--- config.mk ---
export PLATFORM = sky130hd
export DESIGN_NAME = dot_frame_buf_flat
export DESIGN_NICKNAME = d
export VERILOG_FILES = /design/src/rtl/dot_frame_buf_pkg.sv /design/src/rtl/dot_frame_buf_if.sv /design/src/rtl/dot_frame_buf_row_rotator.sv /design/src/rtl/dot_frame_buf.sv /design/src/flat_wrapper.sv
export SDC_FILE = /design/constraint.sdc
export NUM_CORES = 1
export LEC_CHECK = 0
export CAP_MARGIN = 20
export CORE_MARGIN = 2
export CORE_UTILIZATION = 40
export CTS_CLUSTER_DIAMETER = 120
export CTS_CLUSTER_SIZE = 30
export DETAILED_ROUTE_END_ITERATION = 10
export SYNTH_ARGS = -nofsm -noshare
export SYNTH_HDL_FRONTEND = slang
export SYNTH_SLANG_ARGS = --single-unit
--- constraint.sdc ---
create_clock -name clk -period 5.2 [get_ports clk]
set_input_delay 1.04 -clock clk [delete_from_list [all_inputs] [get_ports clk]]
set_output_delay 1.04 -clock clk [all_outputs]
set_load 0.05 [all_outputs]
--- src/rtl/dot_frame_buf_pkg.sv ---
// Shared geometry and scroll-direction definitions for the dot-matrix frame buffer.
package dot_frame_buf_pkg;

  localparam int ROWS  = 8;
  localparam int COLS  = 8;
  localparam int ROW_W = 3;

  typedef enum logic {
    SCROLL_LEFT  = 1'b0,
    SCROLL_RIGHT = 1'b1
  } scroll_dir_e;

  function automatic logic [ROW_W-1:0] next_offset(input logic [ROW_W-1:0] off,
                                                   input scroll_dir_e dir);
    return (dir == SCROLL_RIGHT) ? off - 3'd1 : off + 3'd1;
  endfunction

endpackage

--- src/rtl/dot_frame_buf_if.sv ---
// Writer, commit, scanner and scroll-control signals of the frame buffer.
interface dot_frame_buf_if;
  import dot_frame_buf_pkg::*;

  logic             wr_valid;
  logic             wr_ready;
  logic [ROW_W-1:0] wr_row;
  logic [COLS-1:0]  wr_data;
  logic             commit;
  logic             commit_pending;
  logic             frame_start;
  logic [ROW_W-1:0] scan_row;
  logic             scroll_en;
  logic             scroll_dir;
  logic [COLS-1:0]  col_data;

  modport slave (
    input  wr_valid, wr_row, wr_data, commit, frame_start, scan_row, scroll_en, scroll_dir,
    output wr_ready, commit_pending, col_data
  );

  modport master (
    output wr_valid, wr_row, wr_data, commit, frame_start, scan_row, scroll_en, scroll_dir,
    input  wr_ready, commit_pending, col_data
  );
endinterface

--- src/rtl/dot_frame_buf_row_rotator.sv ---
// Combinational rotate-left of one row pattern: bit i moves to bit (i+amt) mod 8.
module dot_row_rotator
  import dot_frame_buf_pkg::*;
(
  input  logic [COLS-1:0]  row_i,
  input  logic [ROW_W-1:0] amt_i,
  output logic [COLS-1:0]  row_o
);

  always_comb begin
    row_o = '0;
    for (int i = 0; i < COLS; i++) begin
      row_o[i] = row_i[3'(i) - amt_i];
    end
  end

endmodule

--- src/rtl/dot_frame_buf.sv ---
// Double-buffered 8x8 dot frame with frame-synchronous swap and horizontal scroll.
module dot_frame_buf
  import dot_frame_buf_pkg::*;
#(
  parameter int SCROLL_FRAMES = 16
) (
  input  logic           clk,
  input  logic           reset,
  dot_frame_buf_if.slave bus
);

  localparam logic [7:0] CNT_LAST = 8'(SCROLL_FRAMES - 1);

  logic [1:0][ROWS-1:0][COLS-1:0] frame_q, frame_d;
  logic                           fsel_q, fsel_d;
  logic                           pend_q, pend_d;
  logic [ROW_W-1:0]               off_q, off_d;
  logic [7:0]                     cnt_q, cnt_d;
  logic [COLS-1:0]                col_q, col_d;
  logic                           wr_fire;

  assign wr_fire            = bus.wr_valid && !pend_q;
  assign bus.wr_ready       = !pend_q;
  assign bus.commit_pending = pend_q;
  assign bus.col_data       = col_q;

  // Uses the pre-edge front and offset, so a swap shows up one cycle later.
  dot_row_rotator u_rot (
    .row_i (frame_q[fsel_q][bus.scan_row]),
    .amt_i (off_q),
    .row_o (col_d)
  );

  always_comb begin
    frame_d = frame_q;
    fsel_d  = fsel_q;
    pend_d  = pend_q;
    off_d   = off_q;
    cnt_d   = cnt_q;

    if (wr_fire) begin
      frame_d[~fsel_q][bus.wr_row] = bus.wr_data;
    end

    // A pending swap takes priority over any scroll step on the same frame.
    if (bus.frame_start && pend_q) begin
      fsel_d = ~fsel_q;
      pend_d = 1'b0;
      off_d  = '0;
      cnt_d  = '0;
    end else if (bus.frame_start && bus.scroll_en) begin
      if (cnt_q == CNT_LAST) begin
        cnt_d = '0;
        off_d = next_offset(off_q, scroll_dir_e'(bus.scroll_dir));
      end else begin
        cnt_d = cnt_q + 8'd1;
      end
    end

    if (bus.commit && !pend_q) begin
      pend_d = 1'b1;
    end
  end

  always_ff @(posedge clk or negedge reset) begin
    if (!reset) begin
      frame_q <= '0;
      fsel_q  <= 1'b0;
      pend_q  <= 1'b0;
      off_q   <= '0;
      cnt_q   <= '0;
      col_q   <= '0;
    end else begin
      frame_q <= frame_d;
      fsel_q  <= fsel_d;
      pend_q  <= pend_d;
      off_q   <= off_d;
      cnt_q   <= cnt_d;
      col_q   <= col_d;
    end
  end

endmodule

--- src/flat_wrapper.sv ---
// flat-port wrapper written by rule: the top's interface ports become plain ports
module dot_frame_buf_flat import dot_frame_buf_pkg::*;
#(
  parameter int SCROLL_FRAMES = 16
)
  (clk, reset, bus_wr_valid, bus_wr_row, bus_wr_data, bus_commit, bus_frame_start, bus_scan_row, bus_scroll_en, bus_scroll_dir, bus_wr_ready, bus_commit_pending, bus_col_data);
  dot_frame_buf_if bus_i ();
  input  logic clk;
  input  logic reset;
  input wire logic [$bits(bus_i.wr_valid)-1:0] bus_wr_valid;
  input wire logic [$bits(bus_i.wr_row)-1:0] bus_wr_row;
  input wire logic [$bits(bus_i.wr_data)-1:0] bus_wr_data;
  input wire logic [$bits(bus_i.commit)-1:0] bus_commit;
  input wire logic [$bits(bus_i.frame_start)-1:0] bus_frame_start;
  input wire logic [$bits(bus_i.scan_row)-1:0] bus_scan_row;
  input wire logic [$bits(bus_i.scroll_en)-1:0] bus_scroll_en;
  input wire logic [$bits(bus_i.scroll_dir)-1:0] bus_scroll_dir;
  output wire logic [$bits(bus_i.wr_ready)-1:0] bus_wr_ready;
  output wire logic [$bits(bus_i.commit_pending)-1:0] bus_commit_pending;
  output wire logic [$bits(bus_i.col_data)-1:0] bus_col_data;
  assign bus_i.wr_valid = bus_wr_valid;
  assign bus_i.wr_row = bus_wr_row;
  assign bus_i.wr_data = bus_wr_data;
  assign bus_i.commit = bus_commit;
  assign bus_i.frame_start = bus_frame_start;
  assign bus_i.scan_row = bus_scan_row;
  assign bus_i.scroll_en = bus_scroll_en;
  assign bus_i.scroll_dir = bus_scroll_dir;
  assign bus_wr_ready = bus_i.wr_ready;
  assign bus_commit_pending = bus_i.commit_pending;
  assign bus_col_data = bus_i.col_data;
  dot_frame_buf #(.SCROLL_FRAMES(SCROLL_FRAMES)) u_core (.clk(clk), .reset(reset), .bus(bus_i));
endmodule
==> impl_metrics.sql, run 1 <==
INSERT INTO impl_metrics (metric_group, metric, value, unit) VALUES
('outcome', 'run_status', 'finished, final reports clean', ''),
('clocking', 'tritoncts_num_sinks', '149', ''),
('sta', 'postLayoutSetupSlackWorst', '1.97', 'ns'),
('global_routing', 'initial_antenna_violation_count', '0', ''),
('setup_path', 'critical_path.cell_chain', 'buf_2, buf_4, mux4_2, mux2i_4, o32ai_1, or2_0, mux4_2', ''),
('clocking', 'cts.path.max_buffers', '2', ''),
('yosys', 'synth.avg_cell_area', '13.2', 'µm²'),
('yosys', 'ys_seq_area_share', '49.7', '%'),
('layout', 'multiInputGateArea', '0.00361', 'mm²'),
('placement', 'gpl.final_weighted_congestion', '0.877', ''),
('floorplanning', 'floorplan.die.height', '141', 'µm'),
('routing', 'drt-total-wl', '18000', 'µm'),
('yosys', 'synth_fa_ha_area_share', '0.767', '%'),
('yosys', 'synth_compound_area_share', '4.89', '%'),
('yosys', 'netlist_top_cells_count', 'sky130_fd_sc_hd__dfrtp_1, sky130_fd_sc_hd__mux2_2, sky130_fd_sc_hd__nor2_1, sky130_fd_sc_hd__mux4_2, sky130_fd_sc_hd__nand2_1', ''),
('setup_path', 'worstPathBufferInverterCount', '2', ''),
('layout', 'finalNetCount', '618', ''),
('global_routing', 'global_route_wire_length_before_repair', '28900', 'µm'),
('setup_path', 'critical-path-max-stage-delay', '0.63', 'ns'),
('setup_path', 'worst_path_dominant_cell_family', 'multiplexers', ''),
('global_routing', 'grt_overflow_total', '0', ''),
('setup_path', 'critPathSlowestCell', 'sky130_fd_sc_hd__mux4_2', ''),
('yosys', 'yosysWarnings', '0', ''),
('floorplanning', 'io_pins', '31', ''),
('sta', 'finalHoldViolations', '0', ''),
('sta', 'slew_limit_headroom', '38.1', '%'),
('power_and_ir_drop', 'worst_ir_drop_vdd', '0.275', 'mV'),
('yosys', 'syn_nets', '592', ''),
('setup_path', 'critical_path.endpoint_type', 'flop', ''),
('setup_path', 'largest_fanout_on_the_critical_path', '40', ''),
('clocking', 'numCtsBuffers', '17', ''),
('routing', 'drt-initial-drc-count', '259', ''),
('yosys', 'post_synth_mux_area_share', '33.7', '%'),
('setup_path', 'cp.arrival', '3.54', 'ns'),
('global_routing', 'gr-usage-all-layers', '19.2', '%'),
('sta', 'fin_skew', '0.00755', 'ns'),
('sta', 'setup_total_negative_slack', '0', 'ns'),
('floorplanning', 'die-area', '0.0199', 'mm²'),
('clocking', 'post_cts_buffers', '0', ''),
('sta', 'rsz0062_at_grt', 'no', ''),
('clocking', 'path_clk_slew', '0.07', 'ns'),
('layout', 'final_design_area_no_fill', '0.00856', 'mm²'),
('routing', 'post_dr_wirelength_cell', '21.4', 'µm'),
('routing', 'post-route-drc-count', '0', ''),
('yosys', 'postSynth.topFlopCell', 'sky130_fd_sc_hd__dfrtp_1', ''),
('setup_path', 'setup.worst_path.start_class', 'input port', ''),
('global_routing', 'number_of_global_route_vias_before_repair', '5153', ''),
('sta', 'fmax', '310', 'MHz'),
('sta', 'finalWorstPathRequiredPeriod', '3.23', 'ns'),
('sta', 'timing.final.crit_share', '62.1', '%'),
('yosys', 'synth_cell_type_count', '42', ''),
('routing', 'first_pass_iters', '6', ''),
('floorplanning', 'core.rowCount', '50', ''),
('setup_path', 'required', '5.51', 'ns'),
('yosys', 'ys_async_sr_fraction', '100', '%'),
('job', 'maxCapViolations', '0', ''),
('yosys', 'synth-xor-area-share', '1.05', '%'),
('power_and_ir_drop', 'power.density', '588', 'mW/mm²'),
('sta', 'setup_viol', '0', ''),
('power_and_ir_drop', 'cellLeakagePower', '3.64', 'nW'),
('floorplanning', 'die_width', '141', 'µm'),
('global_routing', 'largest_net_degree_at_the_start_of_global_routing', '99', ''),
('floorplanning', 'core_area', '0.0186', 'mm²'),
('yosys', 'synth-simple-area-share', '7.72', '%'),
('placement', 'dp_worst_setup_slack', '1.54', 'ns'),
('clocking', 'root_buffer', 'sky130_fd_sc_hd__clkbuf_16', ''),
('yosys', 'synth_top_family_by_area', 'multiplexers', ''),
('sta', 'worstMarginPinSlew', '0.929', 'ns'),
('placement', 'dpl_cell_area', '0.00798', 'mm²'),
('hold_path', 'timing.hold.worst.class', 'reg -> reg', ''),
('yosys', 'count_leader_synth', 'sky130_fd_sc_hd__dfrtp_1', '');
-- worst reg2reg max path, delay by kind of cell (launching register included) --
kind	cells	cell delay, ns
simple gates	2	0.77
flops	1	0.67
compound gates	2	0.62
mux	1	0.48
-- power by group --
group          switching [mW]  total [mW]  internal [mW]  leakage (nW)
Clock                   0.547        1.18          0.631         0.268
Combinational           0.801        1.76          0.960          1.47
Sequential              0.386        2.09           1.71          1.90
-- stage by stage --
stage / hold WS, ns / utilization [%] / power (mW) / cells
final: 0.500 / 46.1 / 5.03 / 840
after floorplan: 0.473 / - / 3.35 / 567
after global routing: 0.515 / 46.1 / 5.32 / 840
after global placement: 0.482 / 43.0 / 3.78 / 805
after CTS: 0.502 / 46.0 / 5.05 / 837
after detailed placement: 0.488 / 43.0 / 3.86 / 805
-- final cells by class --
class                           instances  share of cell area (%)
Clock buffer                           17                    4.97
Clock inverter                         15                    1.58
Inverter                                9                   0.395
Multi-Input combinational cell        380                    42.2
Sequential cell                       149                    43.5
Tap cell                              234                    3.42
Timing Repair Buffer                   36                    3.90
-- layout by cell type (no fill, tap or decap), types with 8 or more instances in the layout --
master	instances
sky130_fd_sc_hd__o21ai_0	18
sky130_fd_sc_hd__mux2_2	147
sky130_fd_sc_hd__nor2b_1	10
sky130_fd_sc_hd__o22ai_1	13
sky130_fd_sc_hd__mux4_2	29
sky130_fd_sc_hd__inv_1	9
sky130_fd_sc_hd__dfrtp_1	149
sky130_fd_sc_hd__a2111oi_0	8
sky130_fd_sc_hd__clkdlybuf4s50_1	27
sky130_fd_sc_hd__mux2i_1	12
sky130_fd_sc_hd__clkbuf_16	17
sky130_fd_sc_hd__nor3_1	12
sky130_fd_sc_hd__xnor2_1	8
sky130_fd_sc_hd__nor2_1	34
sky130_fd_sc_hd__nand3_1	9
sky130_fd_sc_hd__nand2_1	26
-- sequential cells by signal, summed over array words and instances (netlist names) --
signal	flops
u_core.off_q	3
u_core.fsel_q	1
u_core.cnt_q	8
u_core.frame_q	128
u_core.bus.commit_pending	1
u_core.bus.col_data	8
-- cell families after synthesis --
kind of cell,Yosys count
AND/OR/NAND/NOR,119
multiplexers,193
flip-flops,149
adder cells (fa/ha/maj),4
XOR/XNOR,9
buffers and inverters,38
AO/OA/AOI/OAI,55
-- final timing paths --
kind                                                start                                to  slack, ns  depth (start not counted)
max reg2reg                     u_core.fsel_q$_DFFE_PN0P_  u_core.bus.col_data[0]$_DFF_PN0_       2.53                          5
min reg2reg                u_core.frame_q[32]$_DFFE_PN0P_    u_core.frame_q[32]$_DFFE_PN0P_       0.50                          1
min                        u_core.frame_q[32]$_DFFE_PN0P_    u_core.frame_q[32]$_DFFE_PN0P_       0.50                          1
max                                       bus_scan_row[1]  u_core.bus.col_data[0]$_DFF_PN0_       1.97                          7
max in group asynchronous                           reset    u_core.frame_q[41]$_DFFE_PN0P_       3.27                          2
min in group asynchronous                           reset       u_core.cnt_q[0]$_DFFE_PN0P_       0.66                          1
-- metal layers --
| layer | track usage, % | vias to the layer above | wire (µm) |
|---|---|---|---|
| li1 | - | 2162 | - |
| met1 | 24.7 | 2507 | 7750 |
| met2 | 32.1 | 168 | 8880 |
| met5 | 0 | - | 0 |
| met4 | 6.42 | 0 | 357 |
| met3 | 4.76 | 35 | 984 |
No activity file was read; power rests on OpenSTA's default activity.
==> run 2: changes to the inputs <==
==> constraint.sdc (replaced) <==
create_clock -name clk -period 3.22 [get_ports clk]
set_input_delay 0.644 -clock clk [delete_from_list [all_inputs] [get_ports clk]]
set_output_delay 0.644 -clock clk [all_outputs]
set_load 0.05 [all_outputs]
==> run 2 against run 1 <==
  * Power grew 64%
  * Critical path depth unchanged
  * Critical endpoint is now u_core.bus.col_data[5]$_DFF_PN0_
  * Register-to-register slack lost 1.9 ns
  * Critical path type unchanged
  * Largest power group unchanged
  * Clock power rose by 70%
  * Non-clock buffer count grew 15
==> impl_metrics.sql, run 2 (synthesis gave the netlist of run 1 again) <==
INSERT INTO impl_metrics (metric_group, metric, value, unit) VALUES
('outcome', 'run_status', 'finished, final reports clean', ''),
('layout', 'area_growth_syn_to_layout', '16.5', '%'),
('layout', 'post_route_cells_drive_above_1_share', '38.5', '%'),
('floorplanning', 'die_width', '141', 'µm'),
('power_and_ir_drop', 'p_total', '8.26', 'mW'),
('clocking', 'post_cts_resize_count', '0', ''),
('layout', 'largest_register_ff_count', '128', ''),
('clocking', 'numCtsBuffers', '17', ''),
('sta', 'rsz0062_at_grt', 'no', ''),
('power_and_ir_drop', 'worst_ir_drop_vdd', '0.522', 'mV'),
('routing', 'drt-initial-drc-count', '342', ''),
('setup_path', 'critical_path.reg2reg.endpoint', 'u_core.bus.col_data[0]$_DFF_PN0_', ''),
('global_routing', 'initial_antenna_violation_count', '0', ''),
('sta', 'setup_viol', '0', ''),
('global_routing', 'grt_overflow_total', '0', ''),
('placement', 'detailed_place_hpwl', '12800', 'µm'),
('global_routing', 'gr-usage-all-layers', '19.8', '%'),
('sta', 'fmax', '380', 'MHz'),
('sta', 'finalWorstPathRequiredPeriod', '2.63', 'ns'),
('setup_path', 'required', '3.50', 'ns'),
('sta', 'fin_skew', '0.0134', 'ns'),
('sta', 'slew_limit_headroom', '54.1', '%'),
('global_routing', 'busiest_layer', 'met2', ''),
('sta', 'postLayoutSetupSlackWorst', '0.590', 'ns'),
('setup_path', 'timing.reg2reg.setup_slack', '0.62', 'ns'),
('routing', 'post_dr_wirelength_cell', '21.4', 'µm'),
('routing', 'via_per_inst', '5.76', ''),
('clocking', 'post_cts_buffers', '0', ''),
('setup_path', 'cp.arrival', '2.91', 'ns'),
('power_and_ir_drop', 'power.density', '946', 'mW/mm²'),
('sta', 'finalHoldViolations', '0', ''),
('routing', 'vias', '4929', ''),
('sta', 'maxSlewViolCount', '0', ''),
('setup_path', 'critical_path.endpoint_type', 'flop', ''),
('global_routing', 'use_met2', '32.3', '%'),
('global_routing', 'global_route_wire_length_before_repair', '29500', 'µm'),
('floorplanning', 'floorplan.die.height', '141', 'µm'),
('clocking', 'cts_hold_fix_bufs', '0', ''),
('setup_path', 'largest_fanout_on_the_critical_path', '28', ''),
('sta', 'worstMarginPinSlew', '0.688', 'ns'),
('setup_path', 'setup.worst_path.start_class', 'input port', ''),
('global_routing', 'largest_net_degree_at_the_start_of_global_routing', '70', ''),
('floorplanning', 'core_area', '0.0186', 'mm²'),
('routing', 'postRouteAntennaNets', '0', ''),
('floorplanning', 'core.rowCount', '50', ''),
('clocking', 'root_buffer', 'sky130_fd_sc_hd__clkbuf_16', ''),
('layout', 'diodes', '0', ''),
('clocking', 'clkLatencyLatePin', '0.43', 'ns'),
('layout', 'finalNonFillerCells', '855', ''),
('placement', 'dp_worst_setup_slack', '0.164', 'ns'),
('routing', 'drt-total-wl', '18300', 'µm'),
('layout', 'layout.cells.most_common', 'sky130_fd_sc_hd__dfrtp_1', ''),
('placement', 'gpl.final_weighted_congestion', '0.971', ''),
('sta', 'setup_total_negative_slack', '0', 'ns'),
('sta', 'timing.final.crit_share', '81.7', '%'),
('clocking', 'tritoncts_num_sinks', '149', ''),
('power_and_ir_drop', 'cellLeakagePower', '3.74', 'nW'),
('hold_path', 'timing.hold.worst.class', 'in -> async', ''),
('layout', 'finalNetCount', '633', ''),
('setup_path', 'origin_of_the_critical_flop_to_flop_path', 'u_core.fsel_q$_DFFE_PN0P_', ''),
('clocking', 'cts-htree-levels', '4', ''),
('global_routing', 'globalRouteMet1Util', '26.3', '%'),
('global_routing', 'number_of_global_route_vias_before_repair', '5223', ''),
('layout', 'mostFrequentLayoutCells', 'sky130_fd_sc_hd__dfrtp_1, sky130_fd_sc_hd__mux2_2, sky130_fd_sc_hd__nor2_1', ''),
('floorplanning', 'io_pins', '31', ''),
('clocking', 'path_clk_slew', '0.06', 'ns'),
('placement', 'post-place-cells', '823', ''),
('global_routing', 'met3_usage', '3.84', '%'),
('clocking', 'cts.path.max_buffers', '2', ''),
('placement', 'place.port_buffers', '30', ''),
('floorplanning', 'initial_util', '40.4', '%'),
('layout', 'fill_cells', '1644', ''),
('job', 'maxCapViolations', '0', ''),
('floorplanning', 'die-area', '0.0199', 'mm²'),
('setup_path', 'reg2regPathDepth', '5', ''),
('routing', 'post-route-drc-count', '0', ''),
('clocking', 'cts_tree', 'yes', ''),
('layout', 'largest-register', 'u_core.frame_q', ''),
('setup_path', 'worst_setup_path_type', 'in -> reg', ''),
('routing', 'first_pass_iters', '5', '');
## run 2: layout make-up
type / instances / area, µm² / share of cell area, %
Timing Repair Buffer: 51 / 467 / 5.34
Sequential cell: 149 / 3730 / 42.7
Multi-Input combinational cell: 380 / 3610 / 41.3
Clock buffer: 19 / 453 / 5.18
Inverter: 9 / 33.8 / 0.387
Clock inverter: 13 / 150 / 1.72
Tap cell: 234 / 293 / 3.35
## run 2: per-layer routing
layer	part of all wire, %	wire length (µm)
met1	45	8180
met5	0	0
met3	4.2	775
met4	2.2	411
met2	49	8900
## run 2: stage by stage
step / hold WS (ns) / area, µm² / utilization [%]
finish: 0.187 / 8740 / 47.0
global route: 0.258 / 8740 / 47.0
CTS: 0.238 / 8740 / 47.0
detailed placement: 0.490 / 8130 / 43.8
global placement: 0.481 / 8130 / 43.8
floorplan: 0.348 / 7500 / -
## run 2: worst max path at each step
stage	start	end	slack, ns	depth (start not counted)
5_1_grt	bus_scan_row[2]	u_core.bus.col_data[7]$_DFF_PN0_	0.49	7
2_1_floorplan	bus_scan_row[2]	u_core.bus.col_data[1]$_DFF_PN0_	0.60	7
3_5_place_dp	bus_scan_row[2]	u_core.bus.col_data[0]$_DFF_PN0_	0.16	7
4_1_cts	bus_scan_row[2]	u_core.bus.col_data[5]$_DFF_PN0_	0.58	7
3_3_place_gp	bus_scan_row[2]	u_core.bus.col_data[5]$_DFF_PN0_	0.17	7
6_report	bus_scan_row[2]	u_core.bus.col_data[5]$_DFF_PN0_	0.59	7
## run 2: power breakdown
part           internal [mW]  leakage [nW]  switching (mW)  total, mW
logic                   1.59          1.55            1.33       2.92
clock network           1.19         0.295           0.818       2.01
registers               2.76          1.90           0.575       3.33
## run 2: worst max-delay path: stages
cell and delay, ns:
sky130_fd_sc_hd__clkdlybuf4s50_1 0.50, sky130_fd_sc_hd__buf_12 0.21, sky130_fd_sc_hd__mux4_2 0.37, sky130_fd_sc_hd__mux4_2 0.50, sky130_fd_sc_hd__mux2_2 0.30, sky130_fd_sc_hd__mux2i_1 0.23
sky130_fd_sc_hd__o211ai_1 0.11
